--- config.mk ---
export PLATFORM = sky130hd
export DESIGN_NAME = psram_burst_packer
export DESIGN_NICKNAME = d
export VERILOG_FILES = /design/src/rtl/psram_burst_packer.sv
export SDC_FILE = /design/constraint.sdc
export NUM_CORES = 2
export LEC_CHECK = 0
export BUFFER_PORTS_ARGS = -buffer_cell sky130_fd_sc_hd__buf_2
export CORE_MARGIN = 3
export CORE_UTILIZATION = 40
export DETAILED_ROUTE_END_ITERATION = 12
export PLACE_DENSITY = 0.61
export SYNTH_ARGS = -nofsm -noshare
export SYNTH_HDL_FRONTEND = slang
export SYNTH_SLANG_ARGS = --single-unit
--- constraint.sdc ---
create_clock -name xClk -period 11.75 [get_ports xClk]
set_clock_uncertainty 0.1 [all_clocks]
set_input_delay 2.35 -clock xClk [delete_from_list [all_inputs] [get_ports xClk]]
set_output_delay 2.35 -clock xClk [all_outputs]
set_load 0.1 [all_outputs]
--- src/rtl/psram_burst_packer.sv ---
// psram_burst_packer: buffers an xClk-domain word stream in a FIFO and splits each
// transaction into PSRAM write bursts of at most MAX_BURST words that never cross
// a PAGE_WORDS page boundary.
// Ports:
//   xClk, xRstN           clock, async active-low reset
//   sStart, sAddr         transaction start pulse and start word address (IDLE only)
//   sValid/sData/sLast    input word stream, accepted when sValid && sReady
//   sReady                stream back-pressure
//   mRamReady             PSRAM controller can take a burst request
//   mReqWrite             one-cycle burst request pulse
//   mAddr, mLen           burst start address and length, held until the burst drains
//   mRdEn, mDout          controller pop strobe and first-word fall-through FIFO head
//   busy, done, err       not-idle flag, transaction-complete pulse, sticky pop error
module psram_burst_packer #(
    parameter int unsigned DW         = 16,
    parameter int unsigned AW         = 23,
    parameter int unsigned DEPTH      = 64,
    parameter int unsigned MAX_BURST  = 32,
    parameter int unsigned PAGE_WORDS = 1024,
    localparam int unsigned LW        = $clog2(MAX_BURST + 1)
) (
    input  logic          xClk,
    input  logic          xRstN,
    input  logic          sStart,
    input  logic [AW-1:0] sAddr,
    input  logic          sValid,
    input  logic [DW-1:0] sData,
    input  logic          sLast,
    output logic          sReady,
    input  logic          mRamReady,
    output logic          mReqWrite,
    output logic [AW-1:0] mAddr,
    output logic [LW-1:0] mLen,
    input  logic          mRdEn,
    output logic [DW-1:0] mDout,
    output logic          busy,
    output logic          done,
    output logic          err
);

    localparam int unsigned PTRW = (DEPTH > 1) ? $clog2(DEPTH) : 1;
    localparam int unsigned CNTW = $clog2(DEPTH + 1);
    localparam int unsigned CMPW = (CNTW > LW) ? CNTW : LW;

    typedef enum logic [1:0] {IDLE, COLLECT, REQ, DRAIN} state_e;

    state_e          state_q, state_d;
    logic [AW-1:0]   cur_addr_q, cur_addr_d;
    logic            last_seen_q, last_seen_d;
    logic [AW-1:0]   m_addr_q, m_addr_d;
    logic [LW-1:0]   m_len_q, m_len_d;
    logic [LW-1:0]   word_cnt_q, word_cnt_d;
    logic            req_q, req_d;
    logic            done_q, done_d;
    logic            err_q, err_d;

    logic [DW-1:0]   mem_q [DEPTH];
    logic [PTRW-1:0] wr_ptr_q, rd_ptr_q;
    logic [CNTW-1:0] count_q;

    logic            fifo_full_c, fifo_empty_c, s_ready_c, push_c, pop_c;
    logic [AW:0]     room_c;
    logic [LW-1:0]   chunk_c;
    logic            full_chunk_c, flush_c, burst_end_c;

    // FIFO status, handshakes and burst sizing
    always_comb begin
        fifo_full_c  = (count_q == CNTW'(DEPTH));
        fifo_empty_c = (count_q == '0);
        s_ready_c    = (state_q != IDLE) && !last_seen_q && !fifo_full_c;
        push_c       = sValid && s_ready_c;
        pop_c        = mRdEn && (state_q == DRAIN) && !fifo_empty_c;
        // words left before the next page boundary, then clipped to MAX_BURST
        room_c       = (AW+1)'(PAGE_WORDS) - {1'b0, cur_addr_q & AW'(PAGE_WORDS - 1)};
        chunk_c      = (room_c >= (AW+1)'(MAX_BURST)) ? LW'(MAX_BURST) : LW'(room_c);
        full_chunk_c = (CMPW'(count_q) >= CMPW'(chunk_c));
        // tail of a transaction: shorter burst once the last word is buffered
        flush_c      = last_seen_q && !fifo_empty_c;
        burst_end_c  = pop_c && ((word_cnt_q + LW'(1)) == m_len_q);
    end

    // State register
    always_ff @(posedge xClk or negedge xRstN) begin
        if (!xRstN) state_q <= IDLE;
        else        state_q <= state_d;
    end

    // Next-state logic
    always_comb begin
        state_d = state_q;
        case (state_q)
            IDLE:    if (sStart) state_d = COLLECT;
            COLLECT: begin
                if (full_chunk_c || flush_c)          state_d = REQ;
                else if (last_seen_q && fifo_empty_c) state_d = IDLE;
            end
            REQ:     if (mRamReady) state_d = DRAIN;
            DRAIN:   if (burst_end_c) state_d = COLLECT;
            default: state_d = IDLE;
        endcase
    end

    // Output and datapath next values
    always_comb begin
        cur_addr_d  = cur_addr_q;
        last_seen_d = last_seen_q | (push_c && sLast);
        m_addr_d    = m_addr_q;
        m_len_d     = m_len_q;
        word_cnt_d  = word_cnt_q;
        req_d       = 1'b0;
        done_d      = 1'b0;
        // popping outside DRAIN or from an empty FIFO is a controller protocol error
        err_d       = err_q | (mRdEn && ((state_q != DRAIN) || fifo_empty_c));
        case (state_q)
            IDLE: begin
                if (sStart) begin
                    cur_addr_d  = sAddr;
                    last_seen_d = 1'b0;
                end
            end
            COLLECT: begin
                if (full_chunk_c || flush_c) begin
                    m_addr_d = cur_addr_q;
                    m_len_d  = full_chunk_c ? chunk_c : LW'(count_q);
                end else if (last_seen_q && fifo_empty_c) begin
                    done_d = 1'b1;
                end
            end
            REQ:  req_d = mRamReady;
            DRAIN: begin
                if (pop_c) word_cnt_d = word_cnt_q + LW'(1);
                if (burst_end_c) begin
                    word_cnt_d = '0;
                    cur_addr_d = cur_addr_q + AW'(m_len_q);
                end
            end
            default: ;
        endcase
    end

    // Control and burst registers
    always_ff @(posedge xClk or negedge xRstN) begin
        if (!xRstN) begin
            cur_addr_q  <= '0;
            last_seen_q <= 1'b0;
            m_addr_q    <= '0;
            m_len_q     <= '0;
            word_cnt_q  <= '0;
            req_q       <= 1'b0;
            done_q      <= 1'b0;
            err_q       <= 1'b0;
        end else begin
            cur_addr_q  <= cur_addr_d;
            last_seen_q <= last_seen_d;
            m_addr_q    <= m_addr_d;
            m_len_q     <= m_len_d;
            word_cnt_q  <= word_cnt_d;
            req_q       <= req_d;
            done_q      <= done_d;
            err_q       <= err_d;
        end
    end

    // Word FIFO; storage is cleared on reset so mDout reads 0 out of reset
    always_ff @(posedge xClk or negedge xRstN) begin
        if (!xRstN) begin
            wr_ptr_q <= '0;
            rd_ptr_q <= '0;
            count_q  <= '0;
            for (int i = 0; i < int'(DEPTH); i++) mem_q[i] <= '0;
        end else begin
            if (push_c) begin
                mem_q[wr_ptr_q] <= sData;
                wr_ptr_q        <= wr_ptr_q + PTRW'(1);
            end
            if (pop_c) rd_ptr_q <= rd_ptr_q + PTRW'(1);
            if (push_c && !pop_c)      count_q <= count_q + CNTW'(1);
            else if (pop_c && !push_c) count_q <= count_q - CNTW'(1);
        end
    end

    assign sReady    = s_ready_c;
    assign mReqWrite = req_q;
    assign mAddr     = m_addr_q;
    assign mLen      = m_len_q;
    assign mDout     = mem_q[rd_ptr_q];
    assign busy      = (state_q != IDLE);
    assign done      = done_q;
    assign err       = err_q;

endmodule

# Word level (Yosys, flattened, before mapping)

Index checks and enable logic that the tools add are counted.

Add/sub/neg operators: 7
$lt $le $gt $ge: 5
Eq/ne operators: 10
Muxes and demuxes: 27
Bitwise operators: 4
Reduce and logical (&&, ||, !) cells: 30

Operators by type and width:

| kind                                                                                 | count |
|---|---|
| 1024-bit bitwise mux                                                                 | 1 |
| 16-bit binary-select mux with 6-bit select                                           | 1 |
| 16-bit demux with 6-bit select                                                       | 1 |
| 16-bit 2-to-1 mux                                                                    | 3 |
| 23-bit 2-to-1 mux                                                                    | 2 |
| 23-bit one-hot mux with 2 select lines                                               | 1 |
| 24-bit by 6-bit greater-or-equal comparator with 1-bit output, second input constant | 1 |
| 6-bit 2-to-1 mux                                                                     | 4 |
| 23-bit by 6-bit adder with 23-bit output                                             | 1 |
| 6-bit by 1-bit adder with 6-bit output, second input constant                        | 3 |
| 7-bit greater-or-equal comparator, second input constant                             | 2 |
| 7-bit 2-to-1 mux                                                                     | 2 |
| 6-bit NOT with 7-bit output                                                          | 2 |
| 1-bit logical AND                                                                    | 13 |
| 11-bit by 10-bit subtractor with 12-bit output, first input constant                 | 1 |
| 2-bit 2-to-1 mux                                                                     | 5 |
| 2-bit != test, second input constant                                                 | 4 |
| 2-bit one-hot mux with 4 select lines                                                | 1 |
| 2-bit nonzero test                                                                   | 4 |
| 7-bit by 1-bit adder with 7-bit output, second input constant                        | 1 |
| 7-bit equality test, second input constant                                           | 1 |
| 7-bit by 6-bit greater-or-equal comparator with 1-bit output                         | 1 |
| 7-bit logical NOT                                                                    | 1 |
| 7-bit by 1-bit < comparator with 1-bit output, second input constant                 | 1 |
| other kinds (13)                                                                     | 26 |

Bits in registers: 1107
Input bits: 46

# Logic depth before layout (Yosys ltp)

Depth after elaboration: 8
Depth in mapped cells: 15

# Least setup slack after synthesis

OpenSTA, ideal clock, no wires.

Kind: flip-flop to output port
Start: register rd_ptr_q[1]
End: output port mDout[14]
Arrival time: 4.175 ns
Data required time: 9.300 ns
Slack: 5.125 ns
Cell stages (with the launch flop): 8
Buffers on the path: 4
Path through: dfrtp_1 > clkbuf_1 > buf_2 > clkbuf_1 > clkbuf_1 > mux4_2 > nand2_1 > a311oi_1

Word-level cells in the longest chain between the ends: 4

Ends and longest elaborated chain:

| what                                                 | line | text |
|---|---|---|
| from (decl)                                          | 58   | `logic [PTRW-1:0] wr_ptr_q, rd_ptr_q;` |
| from (signal assigned)                               | 176  | `if (pop_c) rd_ptr_q <= rd_ptr_q + PTRW'(1);` |
| 6-bit NOT with 7-bit output (implied by the code)    | 186  | `assign mDout = mem_q[rd_ptr_q];` |
| 16-bit binary-select mux with 6-bit select           | 186  |  |
| 16-bit 2-to-1 mux (implied by the code) (2 in a row) | 186  |  |
| to (decl)                                            | 35   | `output logic [DW-1:0] mDout,` |

Every way passes these cells. The select of a mux whose other input is x is not followed.

# Final worst setup path

Start: register rd_ptr_q[0]
End: output port mDout[10]

Same word-level chain as after synthesis.

==> summary.md <==
| Metric | Value |
|---|---|
| Clk sinks | `roughly 1100` |
| Reg clk slew, reported paths | `approximately 0.06 ns` |
| Vias in the first global route | `30600` |
| Synth Instances | `roughly 3400` |
| Hold-critical path depth | `1` |
| Hold WC Path Type | `register to register` |
| H-tree Lvls | `3` |
| R2r setup slk | `7.58 ns` |
| Worst-Skew Late Latency | `~0.73 ns` |
| Initial antenna violation count | `5` |
| Largest fanout on the critical path | `84` |
| Post-synth top area share | `a little over half` |
| Total power | `around 13000 uW` |
| Final instance area | `57200 sq um` |
| Endpoint class of the critical path | `output pin` |
| Synth Cell Area | `around 51000 sq um` |
| Leading cell type in the layout, fill and taps excluded | `dfrtp_1` |
| Max-slew violation count | `0` |
| Setup Fix Bufs, Post-CTS | `0` |
| Max VDD drop | `~0.0002 V` |
| Routed vias | `slightly below 30000` |
| First-pass GRT wire length | `between 200 and 250 mm` |
| GR Util met3 | `4.57%` |
| Time the worst path needs with I/O delays and setup | `around 7.4 ns` |
| Crit path launch type | `register` |
| Core box area | `approximately 130000 sq um` |
| RR Startpoint | `cur_addr_q[2]$_DFFE_PN0P_` |
| GR Overflow Total | `0` |
| Post-synthesis sequential area ratio | `around 54%` |
| # fillers | `11100` |
| Netlist cell types | `66` |
| Hold Vio Cnt, Final | `0` |
| Reg-to-Reg End | `mAddr[14]$_DFFE_PN0P_` |
| RePlAce Congestion | `0.785` |
| WL/cell | `between 20 and 30 microns` |
| Reported max-cap violation count | `0` |
| Setup violators final | `0` |
| Starting DRT DRC Count | `1907` |
| CTS Buf Count | `118` |
| Max Clk Rate | `approximately 140 MHz` |
| Cells on worst reg2reg path | `11` |
| Synth area leaders | `dfrtp_1 (54%), mux2_2 (23%), mux4_2 (11%)` |
| Max-slew headroom | `between 10% and 20%` |
| Area grow syn2layout | `12.1%` |
| Largest net degree at the start of global routing | `190` |
| RSZ-0062 raised after global routing | `false` |
| Part of the cycle the worst path needs | `63.0%` |
| Die W | `approximately 360 microns` |
| Post-DP HPWL | `a little under 80 mm` |
| Most frequent cells in the layout | `dfrtp_1 (1105), mux2_2 (1049), mux4_2 (256), clkbuf_16 (119), a22oi_1 (109)` |
| Worst Hold End | `err$_DFF_PN0_` |
| Synth area leader | `dfrtp_1` |
| Die Ht | `around 360 microns` |
| I/O pin cnt | `96` |
| Layout cells sized above 1 | `about half` |
| Total Wirelength | `~130 mm` |
| DRC | `0` |
| Post-CTS Resized | `0` |
| Total GRT Usage | `20.6%` |
| Post-synth ARST share | `100%` |
| Routed vias/inst | `between 5 and 6` |
| Synthesized area per cell | `~15 sq um` |
| Hold path startpoint | `err$_DFF_PN0_` |
| FF+latch count, synth | `between 1000 and 1500` |
| Pleak | `0.0269 uW` |
| Setup_tns | `0 ns` |
| EDFF count, synth | `0` |
| GR peak layer | `met2` |
| Initial cell density of the core | `between 40% and 50%` |
| Post-CTS Hold Fix Bufs | `0` |
| Initial DRT Pass Iterations | `5` |
| CTS Root Cell | `clkbuf_16` |
| GR Util met2 | `32.0%` |
| # rows | `130` |
| PwrDens | `~230 nW/um^2` |
| Worst Path Required | `~9.3 ns` |
| Syn Nets | `between 3000 and 4000` |
| Routed Antenna Nets | `0` |
| Yosys warns | `0` |
| Port bufs | `95` |
| Placed cell areas | `around 53000 sq um` |
| Clock Tree Buf Depth | `3` |
| Status | `completed` |
| M1 GR Usage | `between 20% and 30%` |
| CP arrival | `just under 5 ns` |
| Crit path kind | `register to output pin` |
| Worst Max-Slew Pin Slew | `1.31 ns` |
| CTS tree | `yes` |
| Die Area | `132000 sq um` |
| Top_reg_cell synth | `dfrtp_1` |
| Nets | `around 3400` |
worst max-delay path, cell delays in order, from the launching register on:
cell	delay, ns
dfrtp_4	0.79
buf_12	0.55
buf_4	0.65
mux4_2	0.59
a22oi_1	0.27
nand2_1	0.09
o22ai_1	0.56
a211oi_1	0.20
buf_2	0.35
area by class of cell:
class | count | area (sq um) | area share [%]
tap | 1650 | 2060 | 3.61
inverter | 20 | 75.1 | 0.131
antenna | 1 | 2.50 | 0.00437
clock buffer | 178 | 3610 | 6.31
timing repair buffer | 159 | 1070 | 1.86
sequential | 1107 | 27700 | 48.4
multi-input combinational | 1967 | 22000 | 38.5
clock inverter | 46 | 691 | 1.21
cells by family after synthesis:
group | count (synthesis) | synth area share, %
muxes | 1322 | 34.8
DFF | 1107 | 54.3
buffers and inverters | 321 | 2.68
AOI/OAI and AO/OA | 295 | 3.84
and+or+nand+nor | 292 | 3.17
xor gates and xnor gates | 29 | 0.498
adders and majority gates | 29 | 0.741
power by group:
group | switching (uW) | leakage [uW] | internal, uW
clock network | 1610 | 0.00213 | 2430
logic | 2460 | 0.00967 | 1490
registers | 476 | 0.0151 | 4440
total | 4550 | 0.0269 | 8360
layer usage:
layer / wire [microns] / vias up
met5: 20 / -
met4: 2900 / 2
met3: 7590 / 170
met2: 61800 / 674
met1: 62700 / 16100
li1: - / 12600
flip-flops by register name (all words and copies together), names as in the netlist:
| name | cells |
|---|---|
| mem_q | 1024 |
| cur_addr_q | 23 |
| mAddr | 23 |
| count_q | 7 |
| mLen | 6 |
| rd_ptr_q | 6 |
| word_cnt_q | 6 |
| wr_ptr_q | 6 |
| state_q | 2 |
| done | 1 |
| err | 1 |
| last_seen_q | 1 |
| mReqWrite | 1 |
Yosys cell counts (all sizes together), types with 3 or more instances:
library cell / number
a211oi: 11
a21o: 8
a21oi: 86
a221oi: 5
a22o: 11
a22oi: 109
a311oi: 3
a31oi: 3
and2: 5
and3: 8
buf: 144
clkbuf: 157
dfrtp: 1107
ha: 27
inv: 20
mux2: 1051
mux2i: 15
mux4: 256
nand2: 115
nand2b: 10
nand3: 14
nand3b: 3
nand4: 9
nor2: 54
nor2b: 9
nor3: 21
nor3b: 5
nor4: 10
o211ai: 3
o21ai: 30
o22ai: 8
o31ai: 4
o32ai: 6
or2: 6
or4: 15
xnor2: 20
xor2: 9
per-stage QoR:
stage	setup slack (ns)	std cells	util (%)	hold slack (ns)
after floorplan	5.12	3395	-	0.353
after global placement	5.01	4903	42.0	0.355
after detailed placement	5.05	4903	42.0	0.367
after CTS	4.26	5127	45.4	0.384
after global routing	4.09	5127	45.4	0.398
final	4.35	5128	45.4	0.371
worst max path at each step:
stage                                  startpoint         to  depth (start not counted)
after floorplan           rd_ptr_q[1]$_DFFE_PN0P_  mDout[14]                          7
after CTS                 rd_ptr_q[0]$_DFFE_PN0P_  mDout[10]                          8
after global placement    rd_ptr_q[0]$_DFFE_PN0P_  mDout[10]                          8
after global routing      rd_ptr_q[0]$_DFFE_PN0P_  mDout[10]                          8
final                     rd_ptr_q[0]$_DFFE_PN0P_  mDout[10]                          8
after detailed placement  rd_ptr_q[0]$_DFFE_PN0P_  mDout[10]                          8
Note: power is estimated with default switching activity, not from simulation.
